$ cat config.mk
export PLATFORM = sky130hd
export DESIGN_NAME = irq_ctrl
export DESIGN_NICKNAME = d
export VERILOG_FILES = /design/src/rtl/irq_ctrl_pkg.sv /design/src/rtl/irq_timer.sv /design/src/rtl/irq_ctrl.sv
export SDC_FILE = /design/constraint.sdc
export NUM_CORES = 1
export LEC_CHECK = 0
export CORE_ASPECT_RATIO = 1.5
export CORE_MARGIN = 2
export CORE_UTILIZATION = 40
export DETAILED_ROUTE_END_ITERATION = 10
export SYNTH_ARGS = -nofsm -noshare
export SYNTH_HDL_FRONTEND = slang
export SYNTH_SLANG_ARGS = --single-unit
$ cat constraint.sdc
create_clock -name i_clk -period 4.55 [get_ports i_clk]
set_input_delay 0.91 -clock i_clk [delete_from_list [all_inputs] [get_ports i_clk]]
set_output_delay 0.91 -clock i_clk [all_outputs]
set_load 0.03 [all_outputs]
$ cat src/rtl/irq_ctrl_pkg.sv
// irq_ctrl_pkg: shared constants for the interrupt source controller.
//   - Register word addresses on the 3-bit register bus.
//   - TCTRL bit positions.
//   - Dispatch FSM state encoding.
package irq_ctrl_pkg;

  localparam logic [2:0] IRQ_PEND  = 3'd0;
  localparam logic [2:0] IRQ_MASK  = 3'd1;
  localparam logic [2:0] IRQ_STAT  = 3'd2;
  localparam logic [2:0] IRQ_TCMP  = 3'd3;
  localparam logic [2:0] IRQ_TCNT  = 3'd4;
  localparam logic [2:0] IRQ_TCTRL = 3'd5;

  localparam int unsigned TCTRL_EN   = 0;
  localparam int unsigned TCTRL_AUTO = 1;

  typedef enum logic [1:0] {
    IDLE = 2'd0,
    REQ  = 2'd1,
    SERV = 2'd2
  } irq_state_e;

endpackage

$ cat src/rtl/irq_timer.sv
// irq_timer: compare timer feeding interrupt source 0.
// Ports:
//   i_clk, i_rst_n        clock, async active-low reset
//   i_wr_en               qualified register write strobe
//   i_addr, i_wdata       register word address and write data
//   o_tcmp, o_tcnt        compare value and running count
//   o_tctrl               {AUTO, EN}
//   o_match               high in the cycle where EN is set and TCNT == TCMP
module irq_timer
  import irq_ctrl_pkg::*;
(
  input  logic        i_clk,
  input  logic        i_rst_n,
  input  logic        i_wr_en,
  input  logic [2:0]  i_addr,
  input  logic [31:0] i_wdata,
  output logic [31:0] o_tcmp,
  output logic [31:0] o_tcnt,
  output logic [1:0]  o_tctrl,
  output logic        o_match
);

  logic [31:0] r_tcmp, r_tcnt;
  logic [1:0]  r_tctrl;
  logic [31:0] w_tcmp_d, w_tcnt_d;
  logic [1:0]  w_tctrl_d;
  logic        w_match;

  assign w_match = r_tctrl[TCTRL_EN] && (r_tcnt == r_tcmp);

  always_comb begin
    w_tcmp_d  = r_tcmp;
    w_tcnt_d  = r_tcnt;
    w_tctrl_d = r_tctrl;
    if (r_tctrl[TCTRL_EN]) begin
      if (w_match) begin
        // Auto mode restarts from zero; one-shot freezes the count and stops.
        if (r_tctrl[TCTRL_AUTO]) w_tcnt_d = '0;
        else                     w_tctrl_d[TCTRL_EN] = 1'b0;
      end else begin
        w_tcnt_d = r_tcnt + 32'd1;
      end
    end
    // Software writes take precedence over the timer's own update.
    if (i_wr_en) begin
      case (i_addr)
        IRQ_TCMP:  w_tcmp_d  = i_wdata;
        IRQ_TCNT:  w_tcnt_d  = i_wdata;
        IRQ_TCTRL: w_tctrl_d = i_wdata[1:0];
        default: ;
      endcase
    end
  end

  always_ff @(posedge i_clk or negedge i_rst_n) begin
    if (!i_rst_n) begin
      r_tcmp  <= 32'hFFFF_FFFF;
      r_tcnt  <= '0;
      r_tctrl <= '0;
    end else begin
      r_tcmp  <= w_tcmp_d;
      r_tcnt  <= w_tcnt_d;
      r_tctrl <= w_tctrl_d;
    end
  end

  assign o_tcmp  = r_tcmp;
  assign o_tcnt  = r_tcnt;
  assign o_tctrl = r_tctrl;
  assign o_match = w_match;

endmodule

$ cat src/rtl/irq_ctrl.sv
// irq_ctrl: interrupt source controller driving CP0's external interrupt input.
// Ports:
//   i_clk, i_rst_n         clock, async active-low reset
//   i_src_in               level request lines (bit 0 unused, timer owns source 0)
//   i_bus_en, i_bus_we     register access strobe and write select
//   i_bus_addr, i_bus_wdata word address and write data
//   o_bus_rdata            combinational read data, 0 for unmapped addresses
//   i_eret                 one-cycle ERET pulse from CP0
//   o_ir_out               one-cycle request pulse per dispatch
//   o_irq_id               id of the dispatched / in-service interrupt
//   o_busy                 high while a dispatched interrupt awaits ERET
module irq_ctrl
  import irq_ctrl_pkg::*;
#(
  parameter int unsigned NSRC = 8,
  parameter int unsigned IDW  = $clog2(NSRC)
) (
  input  logic            i_clk,
  input  logic            i_rst_n,
  input  logic [NSRC-1:0] i_src_in,
  input  logic            i_bus_en,
  input  logic            i_bus_we,
  input  logic [2:0]      i_bus_addr,
  input  logic [31:0]     i_bus_wdata,
  output logic [31:0]     o_bus_rdata,
  input  logic            i_eret,
  output logic            o_ir_out,
  output logic [IDW-1:0]  o_irq_id,
  output logic            o_busy
);

  irq_state_e      r_state, w_state_d;
  logic [NSRC-1:0] r_pend, r_mask, r_src_prev;
  logic [IDW-1:0]  r_irq_id;
  logic [NSRC-1:0] w_edge, w_set, w_clr, w_pend_en;
  logic [IDW-1:0]  w_pick_id;
  logic            w_dispatch, w_bus_wr, w_match;
  logic [31:0]     w_tcmp, w_tcnt;
  logic [1:0]      w_tctrl;

  assign w_bus_wr = i_bus_en & i_bus_we;

  irq_timer u_timer (
    .i_clk   (i_clk),
    .i_rst_n (i_rst_n),
    .i_wr_en (w_bus_wr),
    .i_addr  (i_bus_addr),
    .i_wdata (i_bus_wdata),
    .o_tcmp  (w_tcmp),
    .o_tcnt  (w_tcnt),
    .o_tctrl (w_tctrl),
    .o_match (w_match)
  );

  // Bit 0 of the source lines is replaced by the timer match.
  assign w_edge    = i_src_in & ~r_src_prev;
  assign w_set     = (w_edge & ~NSRC'(1)) | NSRC'(w_match);
  assign w_pend_en = r_pend & r_mask;

  // Lowest set index wins.
  always_comb begin
    w_pick_id = '0;
    for (int i = NSRC - 1; i >= 0; i--) begin
      if (w_pend_en[i]) w_pick_id = IDW'(i);
    end
  end

  assign w_dispatch = (r_state == IDLE) && (|w_pend_en);

  always_comb begin
    w_clr = '0;
    if (w_bus_wr && (i_bus_addr == IRQ_PEND)) w_clr = i_bus_wdata[NSRC-1:0];
    if (w_dispatch) w_clr = w_clr | (NSRC'(1) << w_pick_id);
  end

  always_ff @(posedge i_clk or negedge i_rst_n) begin
    if (!i_rst_n) begin
      r_pend     <= '0;
      r_mask     <= '0;
      r_src_prev <= '0;
      r_irq_id   <= '0;
    end else begin
      r_src_prev <= i_src_in;
      // A new event in the same cycle as a clear keeps the bit set.
      r_pend     <= (r_pend & ~w_clr) | w_set;
      if (w_bus_wr && (i_bus_addr == IRQ_MASK)) r_mask <= i_bus_wdata[NSRC-1:0];
      if (w_dispatch) r_irq_id <= w_pick_id;
    end
  end

  // FSM: state register
  always_ff @(posedge i_clk or negedge i_rst_n) begin
    if (!i_rst_n) r_state <= IDLE;
    else          r_state <= w_state_d;
  end

  // FSM: next state
  always_comb begin
    w_state_d = r_state;
    case (r_state)
      IDLE:    if (w_dispatch) w_state_d = REQ;
      REQ:     w_state_d = SERV;
      SERV:    if (i_eret) w_state_d = IDLE;
      default: w_state_d = IDLE;
    endcase
  end

  // FSM: outputs, decoded straight from the state register
  always_comb begin
    o_ir_out = (r_state == REQ);
    o_busy   = (r_state == REQ) || (r_state == SERV);
  end

  assign o_irq_id = r_irq_id;

  always_comb begin
    o_bus_rdata = '0;
    case (i_bus_addr)
      IRQ_PEND:  o_bus_rdata = 32'(r_pend);
      IRQ_MASK:  o_bus_rdata = 32'(r_mask);
      IRQ_STAT: begin
        o_bus_rdata     = 32'(r_irq_id);
        o_bus_rdata[31] = o_busy;
      end
      IRQ_TCMP:  o_bus_rdata = w_tcmp;
      IRQ_TCNT:  o_bus_rdata = w_tcnt;
      IRQ_TCTRL: o_bus_rdata = 32'(w_tctrl);
      default:   o_bus_rdata = '0;
    endcase
  end

endmodule
==> impl_summary.log, run 1 <==
INFO  metric synth.area.mux_share = between 10% and 20%
INFO  metric cts_buffer_count = 9
INFO  metric cts_root_buffer = clkbuf_16
INFO  metric clk_pin_slew_worst_paths = approximately 0.07 ns
INFO  metric postCtsResizedCells = 0
INFO  metric nets = approximately 770
INFO  metric synth_top_family_by_area = simple AND/OR/NAND/NOR gates
INFO  metric via_per_inst = ~5.8
INFO  metric first_pass_grt_wire_length = roughly 29000 um
INFO  metric grt_max_degree = 75
INFO  metric setup_repair_after_global_routing_missed_its_margin = false
INFO  metric clk_path_buf_depth = 2
INFO  metric power_frac_seq = about 38%
INFO  metric core-area = between 15000 and 20000 um2
INFO  metric syn_nets = around 710
INFO  metric criticalPathCategory = in2out
INFO  metric setup_viol = 0
INFO  metric power.leakage = about 2.9 nW
INFO  metric numClockSinks = 94
INFO  metric post-synth-top-count-cell = nand2_1
INFO  metric tritoncts = built
INFO  metric rows = 55
INFO  metric post-route-period-util = around nine tenths
INFO  metric cp_num_buf_inv = 3
INFO  metric max-slew-margin-rel = between 30% and 40%
INFO  metric cts_setup_buffers = 0
INFO  metric power_per_cell_area = around 540 nW/um2
INFO  metric die-area = around 16000 um2
INFO  metric synth_async_sr_flop_share = between 90% and 100%
INFO  metric antenna_violating_nets_post_route = 0
INFO  metric post-place-cells = around 900
INFO  metric drt_iter0_drcs = ~280
INFO  metric synthCells = approximately 660
INFO  metric drt-wirelength-per-cell = 19.72 um
INFO  metric p_int = approximately 2.3 mW
INFO  metric grt_pass1_vias = about 5300
INFO  metric synth.largest_area_cell = dfrtp_1
INFO  metric initial_utilization = about two fifths
INFO  metric r2r_cells = 6
INFO  metric synthesis.area = 6133 um2
INFO  metric outcome = finished clean
INFO  metric timing.reg2reg.setup_slack = ~1.5 ns
INFO  metric diode_insertion_count_for_antenna_repair = 0
INFO  metric worst_path_arrival = between 3 and 4 ns
INFO  metric power.clock.fraction = roughly 18%
INFO  metric yosys_most_used_dff = dfrtp_1
INFO  metric yosys_register_bits = between 90 and 100
INFO  metric post_synth_main_area_contributors = dfrtp_1 25%, dfstp_2 14%, mux2_2 9.9%, nand2_1 4.3%, nor2_1 4.0%
INFO  metric boundaryPins = between 80 and 90
INFO  metric filler_cells = around 1400
INFO  metric hold_path_depth = 1
INFO  metric antenna_found_initial = 0
INFO  metric totalNegativeSetupSlack = 0 ns
INFO  metric critical-path-slowest-cell = clkdlybuf4s50_1
INFO  metric clk-insertion-delay-late = about 0.35 ns
INFO  metric worst_ep_required_time = ~3.6 ns
INFO  metric detailroute.via_count = roughly 5300
INFO  metric vdd_drop_max = between 0.2 and 0.3 mV
INFO  metric critical_path_endpoint_category = primary output
INFO  metric synthDominantCellAreaShare = between 20% and 30%
INFO  metric detailed_place_hpwl = 13490 um
INFO  metric post_synth_most_frequent_cells = 71 x nand2_1, 66 x nor2_1, 62 x dfrtp_1
INFO  metric detail_route.wirelength = 18110 um
INFO  metric vertical_die_dimension = around 160 um
INFO  metric layout.core_utilization = ~49%
INFO  metric reg2reg_to = u_timer.o_tcnt[31]
INFO  metric post_synth_fa_ha_maj_area_fraction = roughly 1.0%
INFO  metric post_synthesis_sequential_area_ratio = 39.00%
INFO  metric launching_element_type_of_the_critical_path = input port
INFO  metric fin_skew = roughly 0.0085 ns
INFO  metric synth_compound_gate_area_share = between 15 and 20%
INFO  metric synth_xor_xnor_area_share = 4.712%
INFO  metric max_freq = ~0.24 GHz
INFO  metric groute.usage.overall = between 20% and 30%
INFO  metric avgSynthCellArea = roughly 9.3 um2
INFO  metric gp_routability_congestion = around 0.91
INFO  metric post-layout-total-power = ~4.0 mW
INFO  metric pwr-share-comb = 43.8%
INFO  metric cts-hold-fix-buffers = 0
INFO  metric holdCritStartpoint = r_src_prev[2]
INFO  metric worst_path_top_cell_family_by_delay = buffers and inverters
INFO  metric timing.critical_path.cells = clkdlybuf4s50_1 > nand2_1 > nor2_2 > buf_4 > a22o_1 > clkdlybuf4s50_1
INFO  metric max_cap_viol_count = 0
INFO  metric p_sw = approximately 1.7 mW
INFO  metric worstMarginPinSlew = around 0.97 ns
INFO  metric count_of_flip_flops_with_a_built_in_enable_after_synthesis = 0
INFO  metric port_buffers = 83
INFO  metric yosysUniqueCellTypes = a little under 60
INFO  metric timing.final.crit_period = a little over 4 ns
INFO  metric ys_warn_count = 0
INFO  metric drt_pre_antenna_iters = 5
INFO  metric critical-path-max-stage-delay = around 0.73 ns
INFO  metric timing_hold_violations_final = 0
INFO  metric timing.critical_path.mode_cell = clkdlybuf4s50_1
INFO  metric hold_path.class = reg2reg
INFO  metric final_max_slew_viol_count = 0
INFO  metric r2r-start = u_timer.o_tcnt[2]
INFO  metric worst_hold_path_ep = r_pend[2]
INFO  metric finish.cell_count_without_fillers = 918
INFO  metric layout-drive-gt1-share = between 20% and 30%
INFO  metric grt_remaining_overflow = 0
INFO  metric synthToLayoutAreaGrowth = 20.34%
INFO  metric fp.dieW = about 110 um
INFO  metric drc = 0
INFO  metric critPathMaxFanout = 13
INFO  metric synthSimpleGateAreaFrac = about 20%
INFO  metric htree_num_levels = 3
INFO  metric sw_frac_of_total = between 40% and 50%
## worst max-delay path by stage
stage / from / end / depth (start not counted)
2_1_floorplan: i_bus_addr[0] / o_bus_rdata[7] / 5
3_3_place_gp: i_bus_addr[1] / o_bus_rdata[25] / 6
3_5_place_dp: i_bus_addr[1] / o_bus_rdata[25] / 6
4_1_cts: i_bus_addr[1] / o_bus_rdata[25] / 6
5_1_grt: i_bus_addr[1] / o_bus_rdata[27] / 6
6_report: i_bus_addr[1] / o_bus_rdata[26] / 6
## worst reg2reg max path, cell delays in order, from the launching register on
cell	delay (ns)
dfrtp_1	0.57
nand4_2	0.30
or4_1	0.87
nor4_1	0.57
mux2_2	0.40
a221oi_2	0.20
nor2_1	0.07
## per-layer routing
metal  vias to the layer above  track usage, %  part of all wire, %
met3                        36           3.551                  4.3
met2                       185           39.83                   52
met5                         -               0                    0
li1                       2501               -                    -
met1                      2624           26.66                   40
met4                         0           9.333                  3.4
## stage by stage
step / hold WS [ns] / area (um2) / worst slack, ns
floorplan: 0.3996 / 6133 / 1.249
global placement: 0.4010 / 7098 / 0.4896
detailed placement: 0.4117 / 7098 / 0.4430
CTS: 0.4217 / 7381 / 0.4445
global route: 0.4529 / 7381 / 0.3475
finish: 0.4203 / 7381 / 0.4372
## flip-flops by register name, summed over array words and instances, names as in the netlist
name and cells:
r_pend 8, o_irq_id 3, u_timer.o_tctrl 2, u_timer.o_tcnt 32, r_src_prev 7, r_state 2
r_mask 8, u_timer.o_tcmp 32
## placed cells by master (no fill, tap or decap), drive strengths merged, types with 17 or more instances in the layout
| cell | synthesis | layout |
|---|---|---|
| a21oi | 17 | 17 |
| o21ai | 33 | 33 |
| mux2 | 54 | 54 |
| buf | 18 | 39 |
| xnor2 | 23 | 23 |
| dfrtp | 62 | 62 |
| dfstp | 32 | 32 |
| nor2 | 66 | 66 |
| clkdlybuf4s50 | 0 | 64 |
| a22o | 25 | 25 |
| inv | 18 | 20 |
| nand3 | 31 | 31 |
| nand4 | 19 | 19 |
| nand2 | 71 | 71 |
## cell type report
cell class                      count  area (um2)  share of cell area [%]
Tap cell                          199       249.0                   3.373
Clock buffer                       10       239.0                   3.238
Multi-Input combinational cell    487        3402                   46.09
Clock inverter                      6       43.79                  0.5933
Inverter                           19       71.32                  0.9663
Sequential cell                    94        2392                   32.41
Timing Repair Buffer              103       983.4                   13.32
## kinds of logic (layout without fill, tap and decap cells)
| logic type | count (synthesis) | after routing |
|---|---|---|
| AO/OA/AOI/OAI | 140 | 140 |
| XOR/XNOR | 33 | 33 |
| adder cells (fa/ha/maj) | 5 | 5 |
| buffers and inverters | 75 | 138 |
| flip-flops | 94 | 94 |
| multiplexers | 66 | 66 |
| AND/OR/NAND/NOR | 243 | 243 |
## power by group through the flow
stage / sequential, mW / combinational, mW / clock [mW]
3_3_place_gp: 1.51 / 1.71 / 0
3_5_place_dp: 1.53 / 1.74 / 0
4_1_cts: 1.51 / 1.75 / 0.745
6_report: 1.52 / 1.76 / 0.732
5_1_grt: 1.56 / 1.91 / 0.785
2_1_floorplan: 1.31 / 1.42 / 0
(Power assumes the default switching activity.)
==> run 2, diff against run 1 <==
--- a/config.mk
+++ b/config.mk
@@ -5,6 +5,7 @@
 export SDC_FILE = /design/constraint.sdc
 export NUM_CORES = 1
 export LEC_CHECK = 0
+export ABC_AREA = 1
 export CORE_ASPECT_RATIO = 1.5
 export CORE_MARGIN = 2
 export CORE_UTILIZATION = 40
==> impl_summary.log, run 2 <==
INFO  metric drc = 0 (unchanged)
INFO  metric worst_ep_required_time = 3.64 ns (about the same)
INFO  metric post-route-period-util = 92.89% (+2.5 points)
INFO  metric hold_path.class = reg2reg
INFO  metric groute.usage.overall = 21.58% (-0.78 points)
INFO  metric grt_remaining_overflow = 0 (unchanged)
INFO  metric layout-drive-gt1-share = 23.29% (-0.78 points)
INFO  metric clk_pin_slew_worst_paths = 0.06 ns (about the same)
INFO  metric setup_viol = 0 (unchanged)
INFO  metric drt_pre_antenna_iters = 4 (-1)
INFO  metric p_sw = 2.084 mW (+21%)
INFO  metric port_buffers = 83 (unchanged)
INFO  metric fin_skew = 0.008100 ns (-0.0004466 ns)
INFO  metric max-slew-margin-rel = 45.44% (+9.8 points)
INFO  metric numClockSinks = 94 (unchanged)
INFO  metric boundaryPins = 85 (unchanged)
INFO  metric max_freq = 0.2366 GHz (-2.7%)
INFO  metric cts_setup_buffers = 0 (unchanged)
INFO  metric criticalPathCategory = in2out
INFO  metric power_frac_seq = 34.5% (-3.4 points)
INFO  metric critical_path_endpoint_category = primary output
INFO  metric detail_route.wirelength = 20290 um (+12%)
INFO  metric gp_routability_congestion = 0.9360 (+3.1%)
INFO  metric final_max_slew_viol_count = 0 (unchanged)
INFO  metric outcome = finished clean
INFO  metric clk-insertion-delay-late = 0.35 ns (about the same)
INFO  metric detailed_place_hpwl = 15040 um (+12%)
INFO  metric via_per_inst = 5.109 (-12%)
INFO  metric ys_warn_count = 0 (unchanged)
INFO  metric tritoncts = built
INFO  metric launching_element_type_of_the_critical_path = input port
INFO  metric post-synth-top-count-cell = nand2_1
INFO  metric reg2reg_to = u_timer.o_tcnt[26]
INFO  metric totalNegativeSetupSlack = 0 ns (unchanged)
INFO  metric antenna_violating_nets_post_route = 0 (unchanged)
INFO  metric rows = 60 (+9.1%)
INFO  metric timing_hold_violations_final = 0 (unchanged)
INFO  metric postCtsResizedCells = 0 (unchanged)
INFO  metric r2r-start = u_timer.o_tcmp[31]
INFO  metric yosysUniqueCellTypes = 45 (-22%)
INFO  metric yosys_register_bits = 94 (unchanged)
INFO  metric diode_insertion_count_for_antenna_repair = 0 (unchanged)
INFO  metric p_int = 2.432 mW (+6.8%)
INFO  metric met1_usage = 26.39% (-0.27 points)
INFO  metric post_synth_main_area_contributors = dfrtp_1 21%, nand2_1 14%, dfstp_2 11%, nand3_2 6.9%, inv_1 5.7%
INFO  metric synthCells = 1047 (+60%)
INFO  metric drt_iter0_drcs = 316 (+12%)
INFO  metric post_synthesis_sequential_area_ratio = 32.49% (-6.5 points)
INFO  metric top_usage_layer = met2
INFO  metric antenna_found_initial = 0 (unchanged)
INFO  metric synthesis.area = 7363 um2 (+20%)
INFO  metric sw_frac_of_total = 46.14% (+3.0 points)
INFO  metric r2r_cells = 12 (+6)
INFO  metric syn_nets = 1100 (+55%)
INFO  metric cts-hold-fix-buffers = 0 (unchanged)
INFO  metric nets = 1157 (+51%)
INFO  metric holdCritStartpoint = r_src_prev[7]
INFO  metric worst_path_arrival = 3.32 ns (+0.12 ns)
INFO  metric first_pass_grt_wire_length = 33440 um (+16%)
INFO  metric core-area = 18020 um2 (+20%)
INFO  metric die-area = 19530 um2 (+19%)
INFO  metric synth_async_sr_flop_share = 100.0% (unchanged)
INFO  metric worst_hold_path_ep = r_pend[7]
INFO  metric layout.core_utilization = 47.60% (-1.4 points)
INFO  metric hold_path_depth = 1 (unchanged)
INFO  metric critPathMaxFanout = 12 (-1)
INFO  metric cts_root_buffer = clkbuf_16
INFO  metric worstMarginPinSlew = 0.8184 ns (-0.1468 ns)
INFO  metric htree_num_levels = 3 (unchanged)
INFO  metric fp.dieW = 114.8 um (+9.2%)
INFO  metric grt_max_degree = 66 (-12%)
INFO  metric power.clock.fraction = 16.5% (-1.8 points)
INFO  metric post_synth_most_frequent_cells = 276 x nand2_1, 111 x inv_1, 106 x nor2_1
INFO  metric synth.largest_area_cell = dfrtp_1
INFO  metric power_per_cell_area = 526.6 nW/um2 (-3.0%)
INFO  metric power.leakage = 4.015 nW (+38%)
INFO  metric grt_pass1_vias = 6629 (+24%)
INFO  metric initial_utilization = 40.87% (+0.17 points)
INFO  metric cts_buffer_count = 9 (unchanged)
INFO  metric synthToLayoutAreaGrowth = 16.47%
INFO  metric synthDominantCellAreaShare = 21.07% (-4.2 points)
INFO  metric max_cap_viol_count = 0 (unchanged)
INFO  metric pwr-share-comb = 48.9% (+5.1 points)
INFO  metric timing.final.crit_period = 4.226 ns (+0.1135 ns)
INFO  metric grtUsageMet3 = 2.101% (-1.4 points)
INFO  metric drt-wirelength-per-cell = 15.31 um (-22%)
INFO  metric highest_count_cells_in_the_layout_ignoring_fill_and_taps = 275 x nand2_1, 111 x inv_1, 106 x nor2_1, 65 x o21ai_0, 61 x dfrtp_1
INFO  metric met2_usage = 38.59% (-1.2 points)
INFO  metric timing.reg2reg.setup_slack = 2.24 ns (+0.78 ns)
INFO  metric clk_path_buf_depth = 2 (unchanged)
INFO  metric detailroute.via_count = 6769 (+27%)
INFO  metric count_of_flip_flops_with_a_built_in_enable_after_synthesis = 0 (unchanged)
INFO  metric vdd_drop_max = 0.3768 mV (+36%)
INFO  metric mostFrequentLayoutCell = nand2_1
INFO  metric avgSynthCellArea = 7.033 um2 (-25%)
INFO  metric yosys_most_used_dff = dfrtp_1
INFO  metric setup_repair_after_global_routing_missed_its_margin = false
INFO  metric vertical_die_dimension = 170.2 um (+9.3%)
## run 2: logic make-up after synthesis
logic type / Yosys count / share of synthesized area [%]
and+or+nand+nor: 551 / 36.43
buffers and inverters: 193 / 11.74
AOI/OAI and AO/OA: 166 / 13.83
DFF: 94 / 32.49
xor gates and xnor gates: 34 / 4.044
adders and majority gates: 5 / 0.8496
muxes: 4 / 0.6117
## run 2: per-stage QoR
stage | hold WS (ns) | area [um2] | power (mW) | setup WS [ns] | instances
after detailed placement | 0.4113 | 8289 | 3.774 | 0.3814 | 1310
after floorplan | 0.3996 | 7363 | 3.172 | 1.247 | 1047
after global placement | 0.4008 | 8289 | 3.755 | 0.3828 | 1310
after CTS | 0.4208 | 8576 | 4.540 | 0.3818 | 1325
after global routing | 0.4335 | 8576 | 4.901 | 0.2289 | 1325
final | 0.4143 | 8576 | 4.516 | 0.3237 | 1325
## run 2: power groups by stage
stage               Sequential (mW)  Clock [mW]  Combinational, mW
floorplan                      1.41           0               1.77
global placement               1.56           0               2.19
detailed placement             1.56           0               2.21
CTS                            1.55       0.766               2.22
global route                   1.61       0.802               2.49
finish                         1.56       0.747               2.21
## run 2: area by class of cell
class | instances | area (um2)
Fill cell | 1847 | 9442
Clock buffer | 13 | 270.3
Timing Repair Buffer | 94 | 958.4
Clock inverter | 2 | 16.27
Multi-Input combinational cell | 760 | 4119
Sequential cell | 94 | 2394
Tap cell | 217 | 271.5
Inverter | 145 | 546.8
## run 2: metal layers
layer | vias up | wire length (um)
li1 | 3453 | -
met1 | 3146 | 8663
met2 | 135 | 10520
met3 | 35 | 601
met4 | 0 | 510
met5 | - | 0
## run 2: how the worst max path moves through the flow
stage / startpoint / endpoint / slack, ns / depth (start not counted)
final: i_bus_addr[1] / o_bus_rdata[22] / 0.32 / 6
after global routing: i_bus_addr[1] / o_bus_rdata[20] / 0.23 / 6
after CTS: i_bus_addr[1] / o_bus_rdata[22] / 0.38 / 6
after detailed placement: i_bus_addr[1] / o_bus_rdata[22] / 0.38 / 6
after global placement: i_bus_addr[1] / o_bus_rdata[24] / 0.38 / 5
after floorplan: i_bus_addr[2] / o_bus_rdata[22] / 1.25 / 5
## run 2: worst max-delay path, stage by stage
cell and delay [ns]:
clkdlybuf4s50_1 0.50, nor2_1 0.25, nand2_1 0.44, buf_4 0.34, o21ai_0 0.17, clkdlybuf4s50_1 0.70
==> run 3, diff against run 2 <==
--- a/config.mk
+++ b/config.mk
@@ -7,9 +7,10 @@
 export LEC_CHECK = 0
 export ABC_AREA = 1
 export CORE_ASPECT_RATIO = 1.5
-export CORE_MARGIN = 2
+export CORE_MARGIN = 10
 export CORE_UTILIZATION = 40
 export DETAILED_ROUTE_END_ITERATION = 10
+export DONT_BUFFER_PORTS = 1
 export SYNTH_ARGS = -nofsm -noshare
 export SYNTH_HDL_FRONTEND = slang
 export SYNTH_SLANG_ARGS = --single-unit
==> impl_summary.log, run 3 (synthesis gave the netlist of run 2 again) <==
INFO  metric drc = 0 (unchanged)
INFO  metric filler_cells = 1893 (+2.5%)
INFO  metric mostFrequentLayoutCell = nand2_1
INFO  metric worst_path_arrival = 2.61 ns (-0.71 ns)
INFO  metric post-place-cells = 1250 (-4.6%)
INFO  metric clk_pin_slew_worst_paths = 0.07 ns (about the same)
INFO  metric cts-hold-fix-buffers = 0 (unchanged)
INFO  metric core-area = 18020 um2 (unchanged)
INFO  metric vdd_drop_max = 0.3609 mV (-4.2%)
INFO  metric synthToLayoutAreaGrowth = 6.729%
INFO  metric critical_path_endpoint_category = primary output
INFO  metric nets = 1097 (-5.2%)
INFO  metric fin_skew = 0.01432 ns (+0.006225 ns)
INFO  metric clk_path_buf_depth = 2 (unchanged)
INFO  metric diode_insertion_count_for_antenna_repair = 0 (unchanged)
INFO  metric fp.dieW = 130.8 um (+14%)
INFO  metric drt-wirelength-per-cell = 16.74 um (+9.3%)
INFO  metric timing.final.crit_period = 3.522 ns (-0.7038 ns)
INFO  metric antenna_found_initial = 0 (unchanged)
INFO  metric worstMarginPinSlew = 0.8422 ns (+0.02379 ns)
INFO  metric met2_usage = 31.84% (-6.8 points)
INFO  metric totalNegativeSetupSlack = 0 ns (unchanged)
INFO  metric hold_slack = 0.2410 ns (-0.1733 ns)
INFO  metric gp_routability_congestion = 0.8918 (-4.7%)
INFO  metric timing.critical_path.cells = nor2_1 > nand2_1 > buf_4 > o21ai_0 > buf_4
INFO  metric critical-path-slowest-cell = nand2_1
INFO  metric max-slew-margin-rel = 43.86% (-1.6 points)
INFO  metric cp_num_buf_inv = 2 (-1)
INFO  metric met1_usage = 20.75% (-5.6 points)
INFO  metric finish.cell_count_without_fillers = 1266 (-4.5%)
INFO  metric worst_ep_required_time = 3.64 ns (about the same)
INFO  metric timing_hold_violations_final = 0 (unchanged)
INFO  metric grt_remaining_overflow = 0 (unchanged)
INFO  metric top_usage_layer = met2
INFO  metric drt_iter0_drcs = 336 (+6.3%)
INFO  metric cts_root_buffer = clkbuf_16
INFO  metric antenna_violating_nets_post_route = 0 (unchanged)
INFO  metric groute.usage.overall = 18.05% (-3.5 points)
INFO  metric hold_path.class = in2async
INFO  metric cts_setup_buffers = 0 (unchanged)
INFO  metric first_pass_grt_wire_length = 34520 um (+3.2%)
INFO  metric postCtsResizedCells = 0 (unchanged)
INFO  metric power_per_cell_area = 552.9 nW/um2 (+5.0%)
INFO  metric layout-drive-gt1-share = 24.02% (+0.74 points)
INFO  metric vertical_die_dimension = 186.2 um (+9.4%)
INFO  metric highest_count_cells_in_the_layout_ignoring_fill_and_taps = 275 x nand2_1, 111 x inv_1, 106 x nor2_1, 65 x o21ai_0, 61 x dfrtp_1
INFO  metric critPathMaxFanout = 17 (+5)
INFO  metric setup_repair_after_global_routing_missed_its_margin = false
INFO  metric launching_element_type_of_the_critical_path = input port
INFO  metric via_per_inst = 5.197 (+1.7%)
INFO  metric max_cap_viol_count = 0 (unchanged)
INFO  metric detailroute.via_count = 6580 (-2.8%)
INFO  metric htree_num_levels = 3 (unchanged)
INFO  metric timing.critical_path.mode_cell = buf_4
INFO  metric max_freq = 0.2839 GHz (+20%)
INFO  metric worst_path_top_cell_family_by_delay = simple AND/OR/NAND/NOR gates
INFO  metric port_buffers = 0 (-100%)
INFO  metric numClockSinks = 94 (unchanged)
INFO  metric grtUsageMet3 = 3.486% (+1.4 points)
INFO  metric grt_max_degree = 95 (+44%)
INFO  metric boundaryPins = 85 (unchanged)
INFO  metric die-area = 24350 um2 (+25%)
INFO  metric final_max_slew_viol_count = 0 (unchanged)
INFO  metric rows = 60 (unchanged)
INFO  metric criticalPathCategory = in2out
INFO  metric initial_utilization = 40.87% (unchanged)
INFO  metric final-seq-area = 2394 um2 (unchanged)
INFO  metric detail_route.wirelength = 21200 um (+4.5%)
INFO  metric post-route-period-util = 77.42% (-15 points)
INFO  metric detailed_place_hpwl = 15450 um (+2.7%)
INFO  metric power.leakage = 3.746 nW (-6.7%)
INFO  metric outcome = finished clean
INFO  metric clk-insertion-delay-late = 0.37 ns (+0.02 ns)
INFO  metric multi_input_area = 4119 um2 (unchanged)
INFO  metric cts_buffer_count = 9 (unchanged)
INFO  metric tritoncts = built
INFO  metric setup_viol = 0 (unchanged)
INFO  metric drt_pre_antenna_iters = 5 (+1)
INFO  metric grt_pass1_vias = 6564 (-0.98%)
INFO  metric critical-path-max-stage-delay = 0.49 ns (-0.21 ns)
-- run 3: cell types whose count changed in the layout (fill, tap and decap cells not counted), sizes merged --
cell and delta:
clkbuf +2, buf -4, clkdlybuf4s50 -56, clkinvlp -1
-- run 3: worst register-to-register path, cell delays in order, from the launching register on --
cell and delay, ns:
dfrtp_1 0.45, xnor2_1 0.39, nand4_1 0.16, nor2_2 0.25, nand3_4 0.52, nand2_2 0.21, nand3_2 0.11, a21oi_2 0.15
-- run 3: worst paths after layout --
path | to | slack, ns | depth (start not counted) | from
max | o_bus_rdata[24] | 1.03 | 5 | i_bus_addr[1]
min in group i_clk | r_pend[6] | 0.42 | 1 | r_src_prev[6]
min | u_timer.o_tcnt[11] | 0.24 | 0 | i_rst_n
max in group asynchronous | u_timer.o_tcmp[31] | 4.08 | 0 | i_rst_n
min reg2reg | r_pend[6] | 0.42 | 1 | r_src_prev[6]
max reg2reg | u_timer.o_tcnt[9] | 2.25 | 7 | u_timer.o_tcnt[22]
-- run 3: report_power, final --
| group | internal (mW) | switching, mW |
|---|---|---|
| sequential | 1.16 | 0.431 |
| combinational | 0.745 | 1.28 |
| clock | 0.401 | 0.336 |
| total | 2.30 | 2.04 |
-- run 3: layout make-up --
cell class	count	share of cell area [%]
Clock buffer	15	3.407
Timing Repair Buffer	34	3.248
Multi-Input combinational cell	760	52.41
Clock inverter	1	0.06368
Sequential cell	94	30.46
Tap cell	217	3.455
Inverter	145	6.957
-- run 3: stage by stage --
| stage | instance area [um2] | power (mW) | utilization [%] | worst slack (ns) |
|---|---|---|---|---|
| 2_1_floorplan | 7363 | 3.172 | - | 1.247 |
| 3_3_place_gp | 7586 | 3.581 | 42.10 | 1.119 |
| 3_5_place_dp | 7586 | 3.616 | 42.10 | 1.093 |
| 4_1_cts | 7859 | 4.370 | 43.62 | 1.097 |
| 5_1_grt | 7859 | 4.727 | 43.62 | 0.9980 |
| 6_report | 7859 | 4.345 | 43.62 | 1.028 |
-- run 3: metal layers --
layer	vias up	share of wire, %
met4	0	2.4
met1	3066	40
met5	-	0
met3	32	5.8
li1	3314	-
met2	168	51
